## src/rtl/act_monitor_pkg.sv

```systemverilog
`default_nettype none
// ============================================================================
//  Module   : act_monitor_pkg
//  Brief    : Default parameters and width helper for activity_monitor.
//  Revision : 1.0 - initial release
// ============================================================================
package act_monitor_pkg;

    localparam int c_default_channels    = 4;
    localparam int c_default_sig_w       = 2;
    localparam int c_default_hold_cycles = 1000000;
    localparam int c_default_rst_cycles  = 10000000;
    localparam int c_default_blink_w     = 22;

    // Width able to hold every value 0..n inclusive.
    function automatic int cnt_width(input int n);
        return $clog2(n + 1);
    endfunction

endpackage
`default_nettype wire

```

## src/rtl/act_channel.sv

```systemverilog
`default_nettype none
// ============================================================================
//  Module   : act_channel
//  Brief    : One activity channel - edge detect on watched lines plus strobe,
//             retriggerable saturating hold counter, activity decode.
//  Revision : 1.0 - initial release
// ============================================================================
module act_channel
    import act_monitor_pkg::*;
#(
    parameter int SIG_W       = c_default_sig_w,
    parameter int HOLD_CYCLES = c_default_hold_cycles
) (
    input  logic             clk_sys,
    input  logic             reset,
    input  logic [SIG_W-1:0] sig_i,
    input  logic             pulse_i,
    output logic             act_o
);

    localparam int                 c_cnt_w = cnt_width(HOLD_CYCLES);
    localparam logic [c_cnt_w-1:0] c_hold  = c_cnt_w'(HOLD_CYCLES);

    logic [SIG_W-1:0]   r_prev;
    logic [c_cnt_w-1:0] r_cnt;
    logic               w_ev;

    assign w_ev = (|(sig_i ^ r_prev)) | pulse_i;

    // Reset loads prev from the live lines so toggles during reset leave no trace.
    always_ff @(posedge clk_sys) begin
        if (reset) begin
            r_prev <= sig_i;
            r_cnt  <= c_hold;
        end else begin
            r_prev <= sig_i;
            if (w_ev) begin
                r_cnt <= '0;
            end else if (r_cnt < c_hold) begin
                r_cnt <= r_cnt + 1'b1;
            end
        end
    end

    assign act_o = (r_cnt != c_hold);

endmodule
`default_nettype wire

```

## src/rtl/activity_monitor.sv

```systemverilog
`default_nettype none
// ============================================================================
//  Module   : activity_monitor
//  Brief    : N-channel activity detector driving the disk LED, latching the
//             virtual-SD select and stretching core reset on image mount.
//             Optional macro ACT_LED_BLINK_EN: LED flashes while active.
//  Revision : 1.0 - initial release
// ============================================================================
module activity_monitor
    import act_monitor_pkg::*;
#(
    parameter int CHANNELS    = c_default_channels,
    parameter int SIG_W       = c_default_sig_w,
    parameter int HOLD_CYCLES = c_default_hold_cycles,
    parameter int RST_CYCLES  = c_default_rst_cycles,
    parameter int BLINK_W     = c_default_blink_w
) (
    input  logic                      clk_sys,
    input  logic                      reset,
    input  logic [CHANNELS*SIG_W-1:0] sig_i,
    input  logic [CHANNELS-1:0]       pulse_i,
    input  logic [CHANNELS-1:0]       led_mask_i,
    input  logic                      mount_i,
    input  logic                      mount_nz_i,
    output logic [CHANNELS-1:0]       act_o,
    output logic                      any_act_o,
    output logic                      led_n_o,
    output logic                      sel_o,
    output logic                      reset_req_o
);

    localparam int                  c_rcnt_w = cnt_width(RST_CYCLES);
    localparam logic [c_rcnt_w-1:0] c_rst    = c_rcnt_w'(RST_CYCLES);

    logic [CHANNELS-1:0] w_act;
    logic [c_rcnt_w-1:0] r_rcnt;
    logic                r_sel;
    logic                w_any_act;

    for (genvar g = 0; g < CHANNELS; g++) begin : g_ch
        act_channel #(
            .SIG_W      (SIG_W),
            .HOLD_CYCLES(HOLD_CYCLES)
        ) u_act_channel (
            .clk_sys(clk_sys),
            .reset  (reset),
            .sig_i  (sig_i[g*SIG_W +: SIG_W]),
            .pulse_i(pulse_i[g]),
            .act_o  (w_act[g])
        );
    end

    // A mount strobe (re)starts the stretch and re-latches the select.
    always_ff @(posedge clk_sys) begin
        if (reset) begin
            r_rcnt <= '0;
            r_sel  <= 1'b0;
        end else if (mount_i) begin
            r_rcnt <= c_rst;
            r_sel  <= mount_nz_i;
        end else if (r_rcnt != '0) begin
            r_rcnt <= r_rcnt - 1'b1;
        end
    end

    assign w_any_act   = |(w_act & led_mask_i);
    assign act_o       = w_act;
    assign any_act_o   = w_any_act;
    assign sel_o       = r_sel;
    assign reset_req_o = (r_rcnt != '0);

`ifdef ACT_LED_BLINK_EN
    logic [BLINK_W-1:0] r_blink;

    always_ff @(posedge clk_sys) begin
        if (reset) begin
            r_blink <= '0;
        end else begin
            r_blink <= r_blink + 1'b1;
        end
    end

    assign led_n_o = ~(w_any_act & r_blink[BLINK_W-1]);
`else
    assign led_n_o = ~w_any_act;
`endif

endmodule
`default_nettype wire

```

## config.mk

```make
export PLATFORM = sky130hd
export DESIGN_NAME = activity_monitor
export DESIGN_NICKNAME = d
export VERILOG_FILES = /design/src/rtl/act_monitor_pkg.sv /design/src/rtl/act_channel.sv /design/src/rtl/activity_monitor.sv
export SDC_FILE = /design/constraint.sdc
export NUM_CORES = 1
export LEC_CHECK = 0
export BUFFER_PORTS_ARGS = -buffer_cell sky130_fd_sc_hd__buf_2
export CORE_UTILIZATION = 24
export CTS_BUF_LIST = sky130_fd_sc_hd__clkbuf_4
export DETAILED_ROUTE_END_ITERATION = 8
export GPL_ROUTABILITY_DRIVEN = 1
export PLACE_DENSITY = 0.43
export SLEW_MARGIN = 5
export SYNTH_ARGS = -nofsm -noshare
export SYNTH_HDL_FRONTEND = slang
export SYNTH_SLANG_ARGS = --single-unit
export TNS_END_PERCENT = 20
```

## constraint.sdc

```tcl
create_clock -name clk_sys -period 7.2 [get_ports clk_sys]
set_clock_uncertainty 0.1 [all_clocks]
set_input_delay 0.72 -clock clk_sys [delete_from_list [all_inputs] [get_ports clk_sys]]
set_output_delay 0.72 -clock clk_sys [all_outputs]
set_load 0.05 [all_outputs]
```

==> results of run 1 <==
-- final cells by class --
cell class / count / area (um^2) / area share (%)
Antenna cell: 2 / 5.005 / 0.07641
Multi-Input combinational cell: 518 / 3341 / 51.00
Sequential cell: 113 / 2262 / 34.54
Clock inverter: 13 / 145.1 / 2.216
Tap cell: 319 / 399.1 / 6.094
Timing Repair Buffer: 31 / 165.2 / 2.521
Clock buffer: 18 / 135.1 / 2.063
Inverter: 26 / 97.59 / 1.490
-- report_power, final --
group | total, W | internal (W) | switching, W | leakage, nW
sequential | 0.000674 | 0.000649 | 0.0000248 | 0.928
combinational | 0.000130 | 0.0000520 | 0.0000780 | 0.954
clock | 0.000493 | 0.000237 | 0.000255 | 0.157
-- worst register-to-register path: stages (launching register included) --
cell     delay, ns
dfxtp_1       0.39
or4b_2        0.72
a211o_1       0.30
a31oi_2       0.67
nor2_1        0.11
a311o_1       0.34
-- per-stage QoR --
step           area [um^2]  utilization (%)  setup WS [ns]  total power [W]  hold WS, ns
2_1_floorplan         5854                -          4.361        0.0007860       0.3357
3_3_place_gp          6265            26.45          4.139        0.0008199       0.3645
3_5_place_dp          6265            26.45          4.145        0.0008189       0.3618
4_1_cts               6545            27.64          3.632         0.001322       0.1475
5_1_grt               6550            27.66          3.391         0.001373       0.1313
6_report              6550            27.66          3.701         0.001297       0.2061
-- routing by layer --
metal	vias to the layer above	share of wire, %
met4	0	0.91
li1	2636	-
met3	9	2.9
met5	-	0
met2	57	45
met1	2386	52
-- cells in the mapped netlist, drive strengths merged (10+ instances only) --
| master | instances |
|---|---|
| nand4 | 24 |
| dfxtp | 113 |
| xor2 | 19 |
| xnor2 | 30 |
| a31oi | 11 |
| ha | 10 |
| buf | 10 |
| o21a | 10 |
| o21ai | 34 |
| nor2 | 53 |
| nor3 | 20 |
| o31ai | 15 |
| nand2 | 38 |
| or3 | 22 |
| nand3 | 41 |
| or4 | 34 |
| nor4 | 20 |
| inv | 24 |
| o211ai | 15 |
| a21oi | 40 |
| clkbuf | 23 |
| and3 | 10 |
-- kinds of logic after synthesis --
family,after synthesis,share of synthesized area (%)
flip-flops,113,38.64
multiplexers,6,1.047
XOR/XNOR,49,7.331
AO/OA/AOI/OAI,152,17.31
adder cells (fa/ha/maj),10,2.137
AND/OR/NAND/NOR,301,29.02
buffers and inverters,59,4.509
-- registers in the layout, indices dropped and copies added (netlist names) --
register,flops
g_ch.u_act_channel.r_prev,8
g_ch.u_act_channel.r_cnt,80
sel_o,1
r_rcnt,24
-- final timing paths --
check,startpoint,end,cells past startpoint,slack [ns]
setup / recovery,r_rcnt[4],reset_req_o,4,3.70
hold / removal,sig_i[2],g_ch[1].u_act_channel.r_prev[0],1,0.21
setup reg to reg,g_ch[1].u_act_channel.r_cnt[15],g_ch[1].u_act_channel.r_cnt[16],5,4.48
hold reg to reg,r_rcnt[21],r_rcnt[21],2,0.39
==> impl_metrics.py, run 1 <==
metrics = {
    "sta": {
        "hold_violations": 0,
        "worst_pin_slew_ns": 0.7979,
        "setup_viol": 0,
        "min_period_ns": 3.499,
        "rsz0062_at_grt": "false",
        "fin_crit_sh_pct": 48.60,
        "clock.fmax_mhz": 285.8,
        "slew-limit-headroom_pct": 46.66,
        "setup_tns_ns": 0,
        "slew_violations": 0,
    },
    "drt": {
        "via_per_inst": 4.892,
        "drc": 0,
        "wire_per_inst_um": 13.75,
        "first_pass_iters": 4,
        "vias": 5088,
        "drt_iter0_drc": 183,
        "routed_wl_um": 14300,
        "antenna_left": 0,
    },
    "logic_synthesis": {
        "yosysWarnings": 0,
        "synthTopCellsByArea": "dfxtp_1, xnor2_1, or4_1",
        "synth_area_per_cell_um2": 8.485,
        "syn_nets": 720,
        "synth.distinct_cells": 60,
        "async_flop_share_pct": 0,
        "ys.flop_type": "dfxtp_1",
        "yosys.area.top_type": "dfxtp_1",
        "syn_area_um2": 5854,
        "syn_inst": 690,
        "ys_seq_area_share_pct": 38.64,
        "ys_ff_latch": 113,
        "synth_edf_count": 0,
        "yosys.area.top_type_share_pct": 38.64,
    },
    "worst_setup_path": {
        "cpMaxStageDelayCell": "or4_4",
        "worst-path-max-fanout": 12,
        "critPathCaptureType": "output pin",
        "critical_path_class": "register to output pin",
        "arrival_ns": 2.68,
        "path_common_cell": "or4_4",
        "cp-start-kind": "register",
        "cpLargestDelayFamily": "simple AND/OR/NAND/NOR gates",
        "crit_required_ns": 6.38,
        "cp_num_buf_inv": 1,
        "path_cells": "or4_4, or4_4, or2_0, buf_2",
        "slowest_delay_ns": 0.63,
    },
    "finish": {
        "instances_no_fill": 1040,
        "mostFrequentLayoutCells": "dfxtp_1, nor2_1, nand3_1, a21oi_1, nand2_1",
        "fillers": 2619,
        "layout_commonest_cell": "dfxtp_1",
        "fin_nets": 737,
        "drive_gt1_share_pct": 11.68,
        "syn2layout_area_growth_pct": 11.88,
    },
    "place": {
        "hpwl_um": 9817,
        "io_buffers": 27,
        "gp_congestion": 0.7389,
        "dp.cells": 1007,
    },
    "grt": {
        "first_global_vias": 4733,
        "grt-busiest-layer": "met2",
        "antenna_found_initial": 1,
        "met1_usage_pct": 15.92,
        "grt_max_degree": 28,
        "grt-ovfl-total": 0,
        "grt_usage_pct": 12.17,
        "grt_pass1_wl_um": 23810,
        "grt.met3_usage_pct": 3.504,
        "grtUsageMet2_pct": 19.24,
    },
    "clock_network": {
        "cts-root-buf": "clkbuf_4",
        "clkLatencyLatePin_ns": 0.53,
        "cts_tree": "yes",
        "path_clk_slew_ns": 0.11,
        "cts_hold_buf": 0,
        "postCtsSetupBuffers": 0,
        "ctsResizeCount": 0,
        "clock-sinks": 113,
        "htreeDepth": 4,
        "cts-buffers-inserted": 17,
        "clk_path_buf_depth": 2,
    },
    "power": {
        "p_per_area_nw_per_um2": 198.0,
        "vdd_drop_max_mv": 0.1043,
        "p_leak_nw": 2.040,
    },
    "die": {
        "die_h_um": 158.2,
        "rows": 56,
        "initial_core_util_pct": 24.72,
        "coreArea_um2": 23680,
        "io_pins": 28,
        "die_w_um": 158.2,
        "die-area_um2": 25020,
    },
    "job": {
        "max_cap_violations": 0,
    },
    "min_path": {
        "hold_path_class": "primary input to register",
    },
    "status": {
        "run_status": "finished, final reports clean",
    },
}
Power figures use the tool's default switching activity.
==> run 2, diff against run 1 <==
clock period = 3.45 ns   (was 7.2 ns; I/O delays follow)
==> run 2 against run 1 <==
  * Cell area increased by 2.0%
  * Global-route usage increased by 0.35 points
  * Hold slack got worse by 0.14 ns
  * Via count increased by 1.7%
  * Cell count increased by 1.6%
  * First-iteration DRC count increased by 41%
  * Clock power increased by 97%
  * Wire length increased by 2.2%
  * Utilization increased by 0.56 points
  * Total power increased by 110%
  * Critical path type unchanged
  * Largest power group unchanged
==> impl_metrics.py, run 2 (same netlist as run 1, synthesis figures left out) <==
metrics = {
    "die": {
        "rows": 56,
        "initial_core_util_pct": 24.72,
        "io_pins": 28,
        "coreArea_um2": 23680,
        "die_h_um": 158.2,
        "die_w_um": 158.2,
        "die-area_um2": 25020,
    },
    "grt": {
        "grt_usage_pct": 12.52,
        "grt_max_degree": 22,
        "grt_pass1_wl_um": 24520,
        "first_global_vias": 4931,
        "grt-ovfl-total": 0,
        "antenna_found_initial": 1,
    },
    "drt": {
        "first_pass_iters": 4,
        "via_per_inst": 4.895,
        "highest_layer": "met4",
        "route.met2.wl_um": 6506,
        "drc": 0,
        "wire_per_inst_um": 13.82,
        "wl_met1_um": 7489,
        "routed_wl_um": 14610,
        "drt_iter0_drc": 258,
        "met3_length_um": 443,
        "antenna_left": 0,
        "vias": 5174,
    },
    "clock_network": {
        "cts_tree": "yes",
        "path_clk_slew_ns": 0.10,
        "clkLatencyLatePin_ns": 0.54,
        "clk_path_buf_depth": 2,
        "cts_hold_buf": 10,
        "postCtsSetupBuffers": 0,
        "htreeDepth": 4,
        "clock-sinks": 113,
        "cts-buffers-inserted": 17,
        "cts-root-buf": "clkbuf_4",
        "ctsResizeCount": 0,
    },
    "finish": {
        "layout_commonest_cell": "dfxtp_1",
        "fillers": 2597,
        "syn2layout_area_growth_pct": 14.15,
        "drive_gt1_share_pct": 11.94,
        "top_regs": "g_ch.u_act_channel.r_cnt: 80 flops, r_rcnt: 24 flops, g_ch.u_act_channel.r_prev: 8 flops",
        "utilization_pct": 28.22,
        "mostFrequentLayoutCells": "dfxtp_1, nor2_1, nand3_1, a21oi_1, nand2_1",
        "largest_register_ffs": 80,
        "largest-register": "g_ch.u_act_channel.r_cnt",
        "postLayoutCellArea_um2": 6683,
        "fin_nets": 754,
    },
    "place": {
        "post_dp_cell_area_um2": 6317,
        "gp_congestion": 0.7656,
        "io_buffers": 27,
        "place_ws_ns": 0.7774,
        "hpwl_um": 10060,
    },
    "sta": {
        "worst_pin_slew_ns": 0.7227,
        "setup_viol": 0,
        "slew-limit-headroom_pct": 51.82,
        "worst_slack_ns": 0.3207,
        "min_period_ns": 3.129,
        "rsz0062_at_grt": "false",
        "hold_violations": 0,
        "slew_violations": 0,
        "fin_crit_sh_pct": 90.71,
        "setup_tns_ns": 0,
        "clock.fmax_mhz": 319.6,
    },
    "power": {
        "vdd_drop_max_mv": 0.1655,
        "switchingPower_w": 0.0007230,
        "pwr-share-seq_pct": 52.8,
        "p_per_area_nw_per_um2": 398.7,
        "p_comb_share_pct": 10.9,
        "p_int_w": 0.001941,
        "swShare_pct": 27.14,
        "p_leak_nw": 2.107,
        "clockPowerShare_pct": 36.4,
    },
    "worst_setup_path": {
        "critical_path_class": "register to output pin",
        "crit_required_ns": 3.00,
        "critPathCaptureType": "output pin",
        "rrSetupSlack_ns": 0.75,
        "worst-path-max-fanout": 12,
        "cp-start-kind": "register",
        "arrival_ns": 2.68,
    },
    "min_path": {
        "hold_path_class": "primary input to register",
    },
    "status": {
        "run_status": "finished, final reports clean",
    },
    "job": {
        "max_cap_violations": 0,
    },
}
run 2: cell types whose count changed in the layout (fill, tap and decap cells not counted), moves of 2 or more:
cell,previous run,this run
buf_4,4,11
clkinv_2,8,3
dlygate4sd3_1,0,10
clkinv_1,2,6
clkbuf_4,18,23
clkinvlp_4,2,0
run 2: per-stage QoR:
| stage | power, W | hold slack (ns) | cells |
|---|---|---|---|
| finish | 0.002665 | 0.06396 | 1057 |
| global placement | 0.001719 | 0.3599 | 1014 |
| global route | 0.002823 | 0.03005 | 1057 |
| CTS | 0.002713 | 0.03294 | 1056 |
| detailed placement | 0.001717 | 0.3592 | 1014 |
| floorplan | 0.001640 | 0.2727 | 690 |
run 2: power groups by stage:
stage / logic (W) / clock network, W / registers, W
floorplan: 0.000216 / 0 / 0.00142
global placement: 0.000283 / 0 / 0.00144
detailed placement: 0.000283 / 0 / 0.00143
CTS: 0.000293 / 0.00101 / 0.00141
global route: 0.000323 / 0.00108 / 0.00142
finish: 0.000289 / 0.000969 / 0.00141
run 2: final timing paths:
| kind | startpoint | endpoint | depth (start not counted) |
|---|---|---|---|
| hold reg to reg | r_rcnt[21] | r_rcnt[21] | 2 |
| setup reg to reg | g_ch[1].u_act_channel.r_cnt[15] | g_ch[1].u_act_channel.r_cnt[16] | 6 |
| setup / recovery | r_rcnt[4] | reset_req_o | 4 |
| hold / removal | reset | sel_o | 2 |
run 2: routing by layer:
| layer | vias up | GRT usage, % |
|---|---|---|
| li1 | 2671 | - |
| met1 | 2435 | 15.83 |
| met2 | 53 | 20.57 |
| met3 | 15 | 3.613 |
| met4 | 0 | 3.480 |
| met5 | - | 0 |
run 2: worst max-delay path, stage by stage, from the launching register on:
cell and delay, ns:
dfxtp_1 0.36, or4_4 0.58, or4_4 0.64, or2_0 0.32, buf_2 0.25
run 2: cell type report:
type	count	area (um^2)	share of cell area (%)
Multi-Input combinational cell	518	3341	49.99
Sequential cell	113	2262	33.85
Tap cell	319	399.1	5.973
Timing Repair Buffer	48	317.8	4.756
Clock buffer	23	172.7	2.584
Inverter	26	97.59	1.460
Clock inverter	9	90.09	1.348
Antenna cell	1	2.502	0.03745
==> run 3, diff against run 2 <==
CORE_MARGIN = 4   (was default)
==> run 3 against run 2 <==
  * Total power increased by 7.8%
  * Wire length decreased by 2.5%
  * Sequential power about the same
  * First-iteration DRC count increased by 25%
  * Worst setup slack improved by 0.0020 ns
  * Clock power increased by 22%
  * Largest power group unchanged
  * Highest routed layer unchanged
==> impl_metrics.py, run 3 (same netlist as run 1, synthesis figures left out) <==
metrics = {
    "status": {
        "run_status": "finished, final reports clean",
    },
    "die": {
        "io_pins": 28,
        "die_h_um": 164.2,
        "die-area_um2": 26960,
        "coreArea_um2": 23750,
        "die_w_um": 164.2,
        "rows": 56,
        "initial_core_util_pct": 24.65,
    },
    "finish": {
        "mostFrequentLayoutCells": "dfxtp_1, nor2_1, nand3_1, a21oi_1, nand2_1",
        "multi_input_area_um2": 3341,
        "drive_gt1_share_pct": 12.35,
        "postLayoutCellArea_um2": 6759,
        "largest_register_ffs": 80,
        "regArea_um2": 2262,
        "layout_commonest_cell": "dfxtp_1",
        "utilization_pct": 28.46,
        "syn2layout_area_growth_pct": 15.45,
        "largest-register": "g_ch.u_act_channel.r_cnt",
        "fin_nets": 754,
        "top_regs": "g_ch.u_act_channel.r_cnt: 80 flops, r_rcnt: 24 flops, g_ch.u_act_channel.r_prev: 8 flops",
        "fillers": 2529,
    },
    "place": {
        "post_dp_cell_area_um2": 6317,
        "io_buffers": 27,
        "hpwl_um": 9948,
        "gp_congestion": 0.7506,
    },
    "drt": {
        "drc": 0,
        "vias": 5143,
        "antenna_left": 0,
        "wire_per_inst_um": 13.47,
        "routed_wl_um": 14240,
        "via_per_inst": 4.866,
        "first_pass_iters": 7,
        "drt_iter0_drc": 322,
    },
    "worst_setup_path": {
        "critical_path_class": "register to output pin",
        "crit_required_ns": 3.00,
        "startpoint": "r_rcnt[4]",
        "worst-path-max-fanout": 12,
        "r2r-start": "g_ch[1].u_act_channel.r_cnt[15]",
        "critPathCaptureType": "output pin",
        "arrival_ns": 2.68,
        "cp-start-kind": "register",
    },
    "clock_network": {
        "clock-sinks": 113,
        "htreeDepth": 4,
        "cts-buffers-inserted": 17,
        "path_clk_slew_ns": 0.11,
        "ctsResizeCount": 0,
        "clkLatencyLatePin_ns": 0.52,
        "cts_tree": "yes",
        "clk_path_buf_depth": 2,
        "cts-root-buf": "clkbuf_4",
    },
    "sta": {
        "worst_pin_slew_ns": 0.7927,
        "slew-limit-headroom_pct": 46.91,
        "fin_crit_sh_pct": 90.65,
        "slew_violations": 0,
        "min_period_ns": 3.127,
        "clock.fmax_mhz": 319.8,
        "setup_viol": 0,
        "setup_tns_ns": 0,
        "rsz0062_at_grt": "false",
        "hold_violations": 0,
    },
    "power": {
        "power_w": 0.002871,
        "p_per_area_nw_per_um2": 424.8,
        "vdd_drop_max_mv": 0.2051,
        "p_leak_nw": 2.135,
    },
    "grt": {
        "antenna_found_initial": 1,
        "grt_pass1_wl_um": 24050,
        "grt-ovfl-total": 0,
        "first_global_vias": 4843,
        "grt_max_degree": 22,
        "grt_usage_pct": 11.01,
    },
    "min_path": {
        "worstHoldStart": "mount_i",
        "hold_path_class": "primary input to register",
    },
    "job": {
        "max_cap_violations": 0,
    },
}
-- run 3: critical path, stage by stage (launching register included) --
cell and delay [ns]:
dfxtp_1 0.37, or4_4 0.58, or4_4 0.63, or2_0 0.32
buf_2 0.25
-- run 3: layout make-up --
type                       instances  area share, %
clock buffer                      20          2.221
multi-input combinational        518          49.43
inverter                          26          1.444
clock inverter                    12          2.795
antenna                            1        0.03702
sequential                       113          33.47
tap                              319          5.905
timing repair buffer              48          4.702
-- run 3: per-stage QoR --
step / cells / hold WS, ns / setup WS (ns)
2_1_floorplan: 690 / 0.2727 / 0.9857
3_3_place_gp: 1014 / 0.3587 / 0.8485
3_5_place_dp: 1014 / 0.3542 / 0.7764
4_1_cts: 1056 / 0.07739 / 0.2636
5_1_grt: 1057 / 0.08248 / 0.1643
6_report: 1057 / 0.1215 / 0.3227
-- run 3: worst paths after layout --
path | to | slack, ns | cells past startpoint
worst max-delay path | reset_req_o | 0.32 | 4
worst min-delay path | r_rcnt[5] | 0.12 | 3
worst max register to register | g_ch[1].u_act_channel.r_cnt[16] | 0.80 | 6
worst min register to register | g_ch[2].u_act_channel.r_cnt[19] | 0.39 | 2
-- run 3: timing repair --
| action | CTS | global route |
|---|---|---|
| hold endpoints to repair | 9 | 0 |
| setup buffers | 0 | 0 |
| hold buffers | 10 | 0 |
-- run 3: metal layers --
| metal | up-vias | track usage, % | wire (um) | part of all wire, % |
|---|---|---|---|---|
| met1 | 2398 | 14.94 | 7125 | 50 |
| met3 | 12 | 3.061 | 538 | 3.8 |
| met4 | 0 | 2.821 | 148 | 1.0 |
| met2 | 78 | 17.27 | 6428 | 45 |
| li1 | 2655 | - | - | - |
| met5 | - | 0 | 0 | 0 |
-- run 3: power by group --
part	switching (W)	leakage (nW)	internal (W)
sequential	0.0000507	0.928	0.00135
combinational	0.000163	1.03	0.000120
clock	0.000517	0.180	0.000665
total	0.000731	2.13	0.00214
